### config.mk
export PLATFORM = sky130hd
export DESIGN_NAME = input_conditioner_flat
export DESIGN_NICKNAME = d
export VERILOG_FILES = /design/src/rtl/input_conditioner_if.sv /design/src/rtl/input_conditioner.sv /design/src/flat_wrapper.sv
export SDC_FILE = /design/constraint.sdc
export NUM_CORES = 1
export LEC_CHECK = 0
export ABC_AREA = 1
export ABC_CLOCK_PERIOD_IN_PS = 2860
export CORE_MARGIN = 3
export CORE_UTILIZATION = 50
export CTS_BUF_LIST = sky130_fd_sc_hd__clkbuf_2
export DETAILED_ROUTE_END_ITERATION = 7
export PLACE_DENSITY = 0.76
export SYNTH_ARGS = -nofsm -noshare
export SYNTH_HDL_FRONTEND = slang
export SYNTH_SLANG_ARGS = --single-unit
export TNS_END_PERCENT = 5
### constraint.sdc
create_clock -name CLK -period 2.86 [get_ports CLK]
set_clock_uncertainty 0.15 [all_clocks]
set_input_delay 0.572 -clock CLK [delete_from_list [all_inputs] [get_ports CLK]]
set_output_delay 0.572 -clock CLK [all_outputs]
set_load 0.1 [all_outputs]
### src/rtl/input_conditioner_if.sv
// Board-side signal bundle for input_conditioner: raw switches/keys and controller
// handshake in, conditioned operand, strobe, peek level and busy flag out.
interface input_conditioner_if #(
    parameter int unsigned DATA_W = 10
);
    logic [DATA_W-1:0] SW_RAW;
    logic              KEYb_EXEC;
    logic              KEYb_PEEK;
    logic              DONE;
    logic [DATA_W-1:0] DATA;
    logic              EXEC;
    logic              Pkb;
    logic              BUSY;

    modport master (
        output SW_RAW, KEYb_EXEC, KEYb_PEEK, DONE,
        input  DATA, EXEC, Pkb, BUSY
    );

    modport slave (
        input  SW_RAW, KEYb_EXEC, KEYb_PEEK, DONE,
        output DATA, EXEC, Pkb, BUSY
    );
endinterface

### src/rtl/input_conditioner.sv
// Synchronizes and debounces board switches/keys, issues one EXEC strobe per press and
// freezes the DATA operand while the controller runs an instruction.
module input_conditioner #(
    parameter int unsigned DATA_W          = 10,
    parameter int unsigned DEBOUNCE_CYCLES = 500000
) (
    input logic                CLK,
    input logic                RSTb,
    input_conditioner_if.slave bus
);
    localparam int unsigned     CntW    = $clog2(DEBOUNCE_CYCLES + 1);
    localparam logic [CntW-1:0] CntLast = CntW'(DEBOUNCE_CYCLES - 1);

    typedef enum logic [1:0] {StIdle, StRun, StWaitRel} state_e;

    logic [DATA_W-1:0] sw_s1_q, sw_s2_q, sw_prev_q, sw_stable_q, sw_stable_d;
    logic [CntW-1:0]   sw_cnt_q, sw_cnt_d, sw_run;
    logic              ex_s1_q, ex_s2_q, ex_stable_q, ex_stable_d;
    logic [CntW-1:0]   ex_cnt_q, ex_cnt_d;
    logic              pk_s1_q, pk_s2_q, pk_stable_q, pk_stable_d;
    logic [CntW-1:0]   pk_cnt_q, pk_cnt_d;
    logic              press_q;
    state_e            state_q;
    logic [DATA_W-1:0] data_q;
    logic              exec_q, busy_q;

    always_ff @(posedge CLK or negedge RSTb) begin
        if (!RSTb) begin
            sw_s1_q     <= '0;
            sw_s2_q     <= '0;
            sw_prev_q   <= '0;
            sw_stable_q <= '0;
            sw_cnt_q    <= '0;
            ex_s1_q     <= 1'b1;
            ex_s2_q     <= 1'b1;
            ex_stable_q <= 1'b1;
            ex_cnt_q    <= '0;
            pk_s1_q     <= 1'b1;
            pk_s2_q     <= 1'b1;
            pk_stable_q <= 1'b1;
            pk_cnt_q    <= '0;
            press_q     <= 1'b0;
        end else begin
            sw_s1_q     <= bus.SW_RAW;
            sw_s2_q     <= sw_s1_q;
            sw_prev_q   <= sw_s2_q;
            sw_stable_q <= sw_stable_d;
            sw_cnt_q    <= sw_cnt_d;
            ex_s1_q     <= bus.KEYb_EXEC;
            ex_s2_q     <= ex_s1_q;
            ex_stable_q <= ex_stable_d;
            ex_cnt_q    <= ex_cnt_d;
            pk_s1_q     <= bus.KEYb_PEEK;
            pk_s2_q     <= pk_s1_q;
            pk_stable_q <= pk_stable_d;
            pk_cnt_q    <= pk_cnt_d;
            press_q     <= ex_stable_q & ~ex_stable_d;
        end
    end

    // A change between two non-stable switch patterns restarts the count at this cycle.
    always_comb begin
        sw_stable_d = sw_stable_q;
        sw_cnt_d    = '0;
        sw_run      = (sw_s2_q == sw_prev_q) ? sw_cnt_q : '0;
        if (sw_s2_q != sw_stable_q) begin
            if (sw_run == CntLast) begin
                sw_stable_d = sw_s2_q;
            end else begin
                sw_cnt_d = sw_run + 1'b1;
            end
        end
    end

    always_comb begin
        ex_stable_d = ex_stable_q;
        ex_cnt_d    = '0;
        if (ex_s2_q != ex_stable_q) begin
            if (ex_cnt_q == CntLast) begin
                ex_stable_d = ex_s2_q;
            end else begin
                ex_cnt_d = ex_cnt_q + 1'b1;
            end
        end
    end

    always_comb begin
        pk_stable_d = pk_stable_q;
        pk_cnt_d    = '0;
        if (pk_s2_q != pk_stable_q) begin
            if (pk_cnt_q == CntLast) begin
                pk_stable_d = pk_s2_q;
            end else begin
                pk_cnt_d = pk_cnt_q + 1'b1;
            end
        end
    end

    always_ff @(posedge CLK or negedge RSTb) begin
        if (!RSTb) begin
            state_q <= StIdle;
            exec_q  <= 1'b0;
            busy_q  <= 1'b0;
        end else begin
            exec_q <= 1'b0;
            unique case (state_q)
                StIdle: begin
                    if (press_q) begin
                        exec_q  <= 1'b1;
                        busy_q  <= 1'b1;
                        state_q <= StRun;
                    end
                end
                StRun: begin
                    if (bus.DONE) begin
                        busy_q  <= 1'b0;
                        state_q <= ex_stable_q ? StIdle : StWaitRel;
                    end
                end
                StWaitRel: begin
                    if (ex_stable_q) begin
                        state_q <= StIdle;
                    end
                end
                default: state_q <= StIdle;
            endcase
        end
    end

    // Operand is captured from the debounced switches only while no instruction runs.
    always_ff @(posedge CLK or negedge RSTb) begin
        if (!RSTb) begin
            data_q <= '0;
        end else if (!busy_q) begin
            data_q <= sw_stable_q;
        end
    end

    assign bus.DATA = data_q;
    assign bus.EXEC = exec_q;
    assign bus.BUSY = busy_q;
    assign bus.Pkb  = pk_stable_q;
endmodule

### src/flat_wrapper.sv
// flat-port wrapper written by rule: the top's interface ports become plain ports
module input_conditioner_flat 
#(
    parameter int unsigned DATA_W          = 10,
    parameter int unsigned DEBOUNCE_CYCLES = 500000
)
  (CLK, RSTb, bus_SW_RAW, bus_KEYb_EXEC, bus_KEYb_PEEK, bus_DONE, bus_DATA, bus_EXEC, bus_Pkb, bus_BUSY);
  input_conditioner_if #(.DATA_W(DATA_W)) bus_i ();
  input logic CLK;
  input logic RSTb;
  input wire logic [$bits(bus_i.SW_RAW)-1:0] bus_SW_RAW;
  input wire logic [$bits(bus_i.KEYb_EXEC)-1:0] bus_KEYb_EXEC;
  input wire logic [$bits(bus_i.KEYb_PEEK)-1:0] bus_KEYb_PEEK;
  input wire logic [$bits(bus_i.DONE)-1:0] bus_DONE;
  output wire logic [$bits(bus_i.DATA)-1:0] bus_DATA;
  output wire logic [$bits(bus_i.EXEC)-1:0] bus_EXEC;
  output wire logic [$bits(bus_i.Pkb)-1:0] bus_Pkb;
  output wire logic [$bits(bus_i.BUSY)-1:0] bus_BUSY;
  assign bus_i.SW_RAW = bus_SW_RAW;
  assign bus_i.KEYb_EXEC = bus_KEYb_EXEC;
  assign bus_i.KEYb_PEEK = bus_KEYb_PEEK;
  assign bus_i.DONE = bus_DONE;
  assign bus_DATA = bus_i.DATA;
  assign bus_EXEC = bus_i.EXEC;
  assign bus_Pkb = bus_i.Pkb;
  assign bus_BUSY = bus_i.BUSY;
  input_conditioner #(.DATA_W(DATA_W), .DEBOUNCE_CYCLES(DEBOUNCE_CYCLES)) u_core (.CLK(CLK), .RSTb(RSTb), .bus(bus_i));
endmodule
---- Yosys cells after proc, flatten, opt, wreduce, memory -nomap -nowiden ----
Index checks and enable logic that the tools add are counted.
cells by class
  add/subtract/negate cells ............... 3
  equal/unequal tests ..................... 12
  mux-type cells .......................... 19
  bitwise logic cells ..................... 2
  reductions and logical operators ........ 6
operators with widths
  cell                                                 number
  2-to-1 mux 19 bit                                    7
  adder 19 x 1 -> 19 bit, second input constant        3
  equality test 19 bit, second input constant          3
  equality test 10 bit                                 1
  != test 10 bit                                       1
  2-to-1 mux 2 bit                                     4
  2-to-1 mux 1 bit                                     6
  case mux 2 bit (3 select lines)                      1
  AND reduction 3 bit                                  2
  != test 2 x 1 -> 1 bit, second input constant        2
  AND reduction 2 bit                                  2
  equality test 2 x 1 -> 1 bit, second input constant  1
  equality test 2 bit, second input constant           1
  logical NOT 2 bit                                    1
  != test 1 bit                                        2
  != test 2 bit, second input constant                 1
  case mux 1 bit (2 select lines)                      1
  nonzero test 2 bit                                   1
  bitwise AND 1 bit                                    1
  NOT 1 bit                                            1
storage, ports and cells
  register bits ........................... 118
  output and inout bits ................... 13
  logic and storage cells ................. 60

---- Depth between registers and ports, before layout ----
  depth after elaboration ................. 5
  depth in mapped cells ................... 16
  depth with buffers taken out ............ 16

---- Worst setup path before layout ----
No wires, ideal clock.
  path type ............................... flip-flop to flip-flop
  start point ............................. register u_core.sw_s2_q[0]
  end point ............................... register u_core.sw_stable_q[5]
  arrival time ............................ 2,036 ps
  data required time ...................... 2,589 ps
  setup slack ............................. 554 ps
  cell stages (with the launch flop) ...... 13
  buffers on the path ..................... 1
  period minus slack after synthesis ...... 2,306 ps
  cell sequence ........................... dfrtp_1 > xnor2_1 > nand2_1 > nor2_1 > nand2_2 > nor2_1 > ha_1 > nand4_1 > nor2_4 > nand4_1 > buf_2 > nand2_1 > o21ai_1
between the ends
  word-level cells in the longest chain between the ends .. 4
RTL lines
  what                                    line                     text
  start, declared                         input_conditioner.sv:16  logic [DATA_W-1:0] sw_s1_q, sw_s2_q, sw_prev_q, sw_stable_q, sw_stable_d;
  start signal, assigned                  input_conditioner.sv:45  sw_s2_q <= sw_s1_q;
  equality test 10 bit                    input_conditioner.sv:65  sw_run = (sw_s2_q == sw_prev_q) ? sw_cnt_q : '0;
  2-to-1 mux 19 bit                       input_conditioner.sv:65
  equality test 19 bit                    input_conditioner.sv:67  if (sw_run == CntLast) begin
  AND reduction 2 bit (no source line) *  --
  end signal, assigned                    input_conditioner.sv:47  sw_stable_q <= sw_stable_d;
  end, declared                           input_conditioner.sv:16
Every way passes the cells marked *; elsewhere a longest branch is shown, timed or not.
A chain may end at the register's enable or synchronous reset.

---- Final worst setup path ----
  start point ............................. register u_core.sw_s2_q[9]
  end point ............................... register u_core.sw_stable_q[1]
Same word-level chain as after synthesis.

==> run_results.csv <==
group,metric,value,unit
status,outcome,"finished, final reports clean",
routing,wl,10.13,mm
synthesis,synth_seq_area_share,54.90,%
synthesis,synth_xor_xnor_area_share,3.411,%
synthesis,synth_mux_area_share,0.4176,%
synthesis,ys.flop_type,"dfrtp_1",
routing,dr.pass1.iters,5,
sta,setup_viol,0,
grt,grt_usage,18.71,%
finish,drive_above_1_share,15.12,%
critical_path,path_cells,"inv_2 -> nand2_1 -> nand2_1 -> nor2_2 -> nand2_1 -> nor2_4 -> nand2_2 -> nor2_1 -> ha_1 -> nand4_1 -> nor2_4 -> nand4_1 -> buf_4 -> nand2_1 -> o21ai_1",
synthesis,synth-adder-area-share,0.6961,%
floorplan,core-area,0.01042,mm2
synthesis,synth_area_leader_cell,"dfrtp_1",
synthesis,synth_edf_count,0,
floorplan,initial_core_util,51.77,%
critical_path,r2r-start,"u_core.sw_s2_q[9]",
routing,drc,0,
synthesis,syn_nets,627,
finish,fill_cells,886,
floorplan,die_w,109.9,um
clocking,clk_latency,0.66,ns
critical_path,cp_max_fo,20,
power_and_ir_drop,swShare,22.65,%
placed_design,placed_area,0.005831,mm2
synthesis,synthesis.area,0.005393,mm2
grt,grt_pass1_vias,4022,
finish,fin_cells,804,
critical_path,slowest_delay,0.45,ns
finish,area_delta_synth_final,13.64,%
sta,max_slew_margin,60.06,%
clocking,cts_sinks,118,
synthesis,yosys.cell_types.count,40,
critical_path,crit_top_cell,"nand2_1",
routing,vias_per_cell,5.095,
critical_path,crit_family,"simple AND/OR/NAND/NOR gates",
worst_hold_path,min_path_type,"primary input to flop",
sta,hold_slack,0.1734,ns
power_and_ir_drop,leakage,2.845,nW
power_and_ir_drop,p_int,2.417,mW
routing,routedWlPerCell,12.60,um
clocking,cts.clk_slew.worst_paths,0.16,ns
synthesis,ys_ff_latch,118,
critical_path,ff2ff_setup_slack,0.27,ns
critical_path,startpoint_type,"flop",
routing,first_iter_violations,143,
placed_design,place_congestion,0.8707,
critical_path,cp.arrival,2.98,ns
sta,fin_crit_sh,90.64,%
sta,fin_ws,0.2677,ns
power_and_ir_drop,total_power,3.124,mW
synthesis,yosysWarnings,0,
grt,grt_overflow,0,
synthesis,synth_simple_gate_area_share,27.87,%
grt,grt_pass1_wl,17.71,mm
critical_path,r2r_cells,15,
clocking,cts_setup_buffers,0,
clocking,root_buffer,"clkbuf_2",
clocking,h-tree-depth,4,
synthesis,synthArstFlopShare,100.0,%
synthesis,syn_area_per_cell,8.855,um2
placed_design,io_buffer_count,27,
critical_path,worstPathRequired,3.24,ns
synthesis,yosys-top-cells-count,"nand2_1, dfrtp_1, nor2_1",
critical_path,critPathSlowestCell,"dfrtp_1",
critical_path,crit_buf_inv,2,
placed_design,dp_cells,771,
sta,tns,0,ns
clocking,cts_made_buffers,17,
synthesis,yosys-top-cells-area,"dfrtp_1, nand2_1, nor2_1",
sta,fmax,385.8,MHz
power_and_ir_drop,p_comb_share,4.5,%
synthesis,syn_inst,609,
power_and_ir_drop,clockPowerShare,40.0,%
synthesis,synth_top_family_by_area,"simple AND/OR/NAND/NOR gates",
run,maxCapViolCount,0,
sta,finalHoldViolCount,0,
power_and_ir_drop,p_sw,0.7076,mW
sta,min_period,2.592,ns
routing,vias,4096,
sta,rsz0062_at_grt,"no",
synthesis,synth_compound_area_share,6.032,%
finish,final_cell_area,0.006128,mm2
worst_hold_path,min_path_cells,1,
finish,diodes,0,
critical_path,cp-end-kind,"flop",
floorplan,die_area,0.01207,mm2
power_and_ir_drop,peakVddDrop,0.4809,mV
grt,grt_max_degree,47,
finish,nets,673,
critical_path,reg2reg_to,"u_core.sw_stable_q[1]",
critical_path,crit_type,"flop to flop",
floorplan,pin_count,28,
clocking,clockBufferDepth,2,
routing,drtAntennaViolNets,0,
synthesis,synth_top_area_share,51.97,%
sta,slew_violations,0,
floorplan,die_h,109.9,um
placed_design,dp_slack,0.2137,ns
worst_hold_path,whs_endpoint,"u_core.pk_s1_q",
worst_hold_path,worstHoldStart,"bus_KEYb_PEEK",
synthesis,yosysMostFrequentCell,"nand2_1",
clocking,cts_tree,"done",
sta,tightest_slew,0.5991,ns
floorplan,rows,37,
placed_design,dpl.hpwl,7.239,mm
power_and_ir_drop,pwr-share-seq,55.5,%
grt,antenna_found_initial,0,
finish,final_core_util,58.83,%
power_and_ir_drop,powerDensity,509.8,mW/mm2
## layout make-up
type / instances / area [um2] / area share, %
inverters: 84 / 315.3 / 5.145
well taps: 136 / 170.2 / 2.777
repair buffers: 35 / 322.8 / 5.267
flip-flops and latches: 118 / 2960 / 48.31
multi-input cells: 399 / 2077 / 33.89
clock inverters: 12 / 182.7 / 2.981
clock buffers: 20 / 100.1 / 1.633
## what timing repair did
| action | 4_1_cts | 5_1_grt |
|---|---|---|
| gates resized for setup | 0 | 2 |
| hold buffers | 1 | 0 |
| endpoints found under the hold margin | 44 | 0 |
| endpoints found under the setup margin | 0 | 15 |
## worst register-to-register path, stage by stage, from the launching register on
cell     delay [ns]
dfrtp_1        0.45
inv_2          0.05
nand2_1        0.05
nand2_1        0.05
nor2_2         0.14
nand2_1        0.11
nor2_4         0.13
nand2_2        0.11
nor2_1         0.15
ha_1           0.21
nand4_1        0.15
nor2_4         0.22
nand4_1        0.12
buf_4          0.22
nand2_1        0.09
o21ai_1        0.07
## state kept, by name, indices dropped and copies added (netlist names), 2 cells and up
signal,cells
u_core.sw_stable_q,10
u_core.ex_cnt_q,19
u_core.bus.DATA,10
u_core.pk_cnt_q,19
u_core.sw_s1_q,10
u_core.sw_s2_q,10
u_core.state_q,2
u_core.sw_cnt_q,19
u_core.sw_prev_q,10
## per-layer routing
metal | track usage, % | up-vias | share of wire [%]
li1 | - | 2028 | -
met1 | 24.14 | 1966 | 46
met2 | 30.33 | 88 | 48
met3 | 4.991 | 14 | 4.4
met4 | 6.857 | 0 | 1.4
met5 | 0 | - | 0
## power by group through the flow
| stage | clock, mW | combinational, mW | sequential, mW |
|---|---|---|---|
| 3_5_place_dp | 0 | 0.143 | 1.76 |
| 5_1_grt | 1.35 | 0.162 | 1.74 |
| 6_report | 1.25 | 0.142 | 1.73 |
| 4_1_cts | 1.28 | 0.145 | 1.73 |
| 2_1_floorplan | 0 | 0.0665 | 1.76 |
| 3_3_place_gp | 0 | 0.141 | 1.76 |
## cell usage in the layout (no fill, tap or decap), types with 9 or more instances in the layout
| master | synthesis | layout |
|---|---|---|
| inv_1 | 76 | 76 |
| nor2_2 | 8 | 9 |
| nand3_1 | 21 | 21 |
| o21ai_1 | 11 | 11 |
| buf_4 | 1 | 19 |
| dfrtp_1 | 112 | 112 |
| nor3_1 | 17 | 17 |
| nand4_1 | 13 | 13 |
| xor2_1 | 13 | 13 |
| o21ai_0 | 18 | 18 |
| nand2_1 | 126 | 125 |
| a21oi_1 | 16 | 16 |
| clkdlybuf4s50_1 | 0 | 13 |
| clkbuf_2 | 0 | 20 |
| nor2_1 | 91 | 90 |
## worst max path at each step
stage | to | cells after the start | start | slack [ns]
after floorplan | u_core.sw_stable_q[5] | 12 | u_core.sw_s2_q[0] | 0.55
after global placement | u_core.sw_cnt_q[18] | 15 | u_core.sw_s2_q[9] | 0.35
after detailed placement | u_core.sw_cnt_q[16] | 13 | u_core.sw_s2_q[1] | 0.21
after CTS | u_core.sw_cnt_q[16] | 16 | u_core.sw_s2_q[9] | 0.18
after global routing | u_core.sw_stable_q[1] | 15 | u_core.sw_s2_q[8] | 0.03
final | u_core.sw_stable_q[1] | 15 | u_core.sw_s2_q[9] | 0.27
## logic make-up after synthesis
family,after synthesis
simple gates,316
xor+xnor,21
buf+inv,92
mux,2
flops,118
compound gates,57
fa+ha+maj,3
No activity file was read; power rests on OpenSTA's default activity.
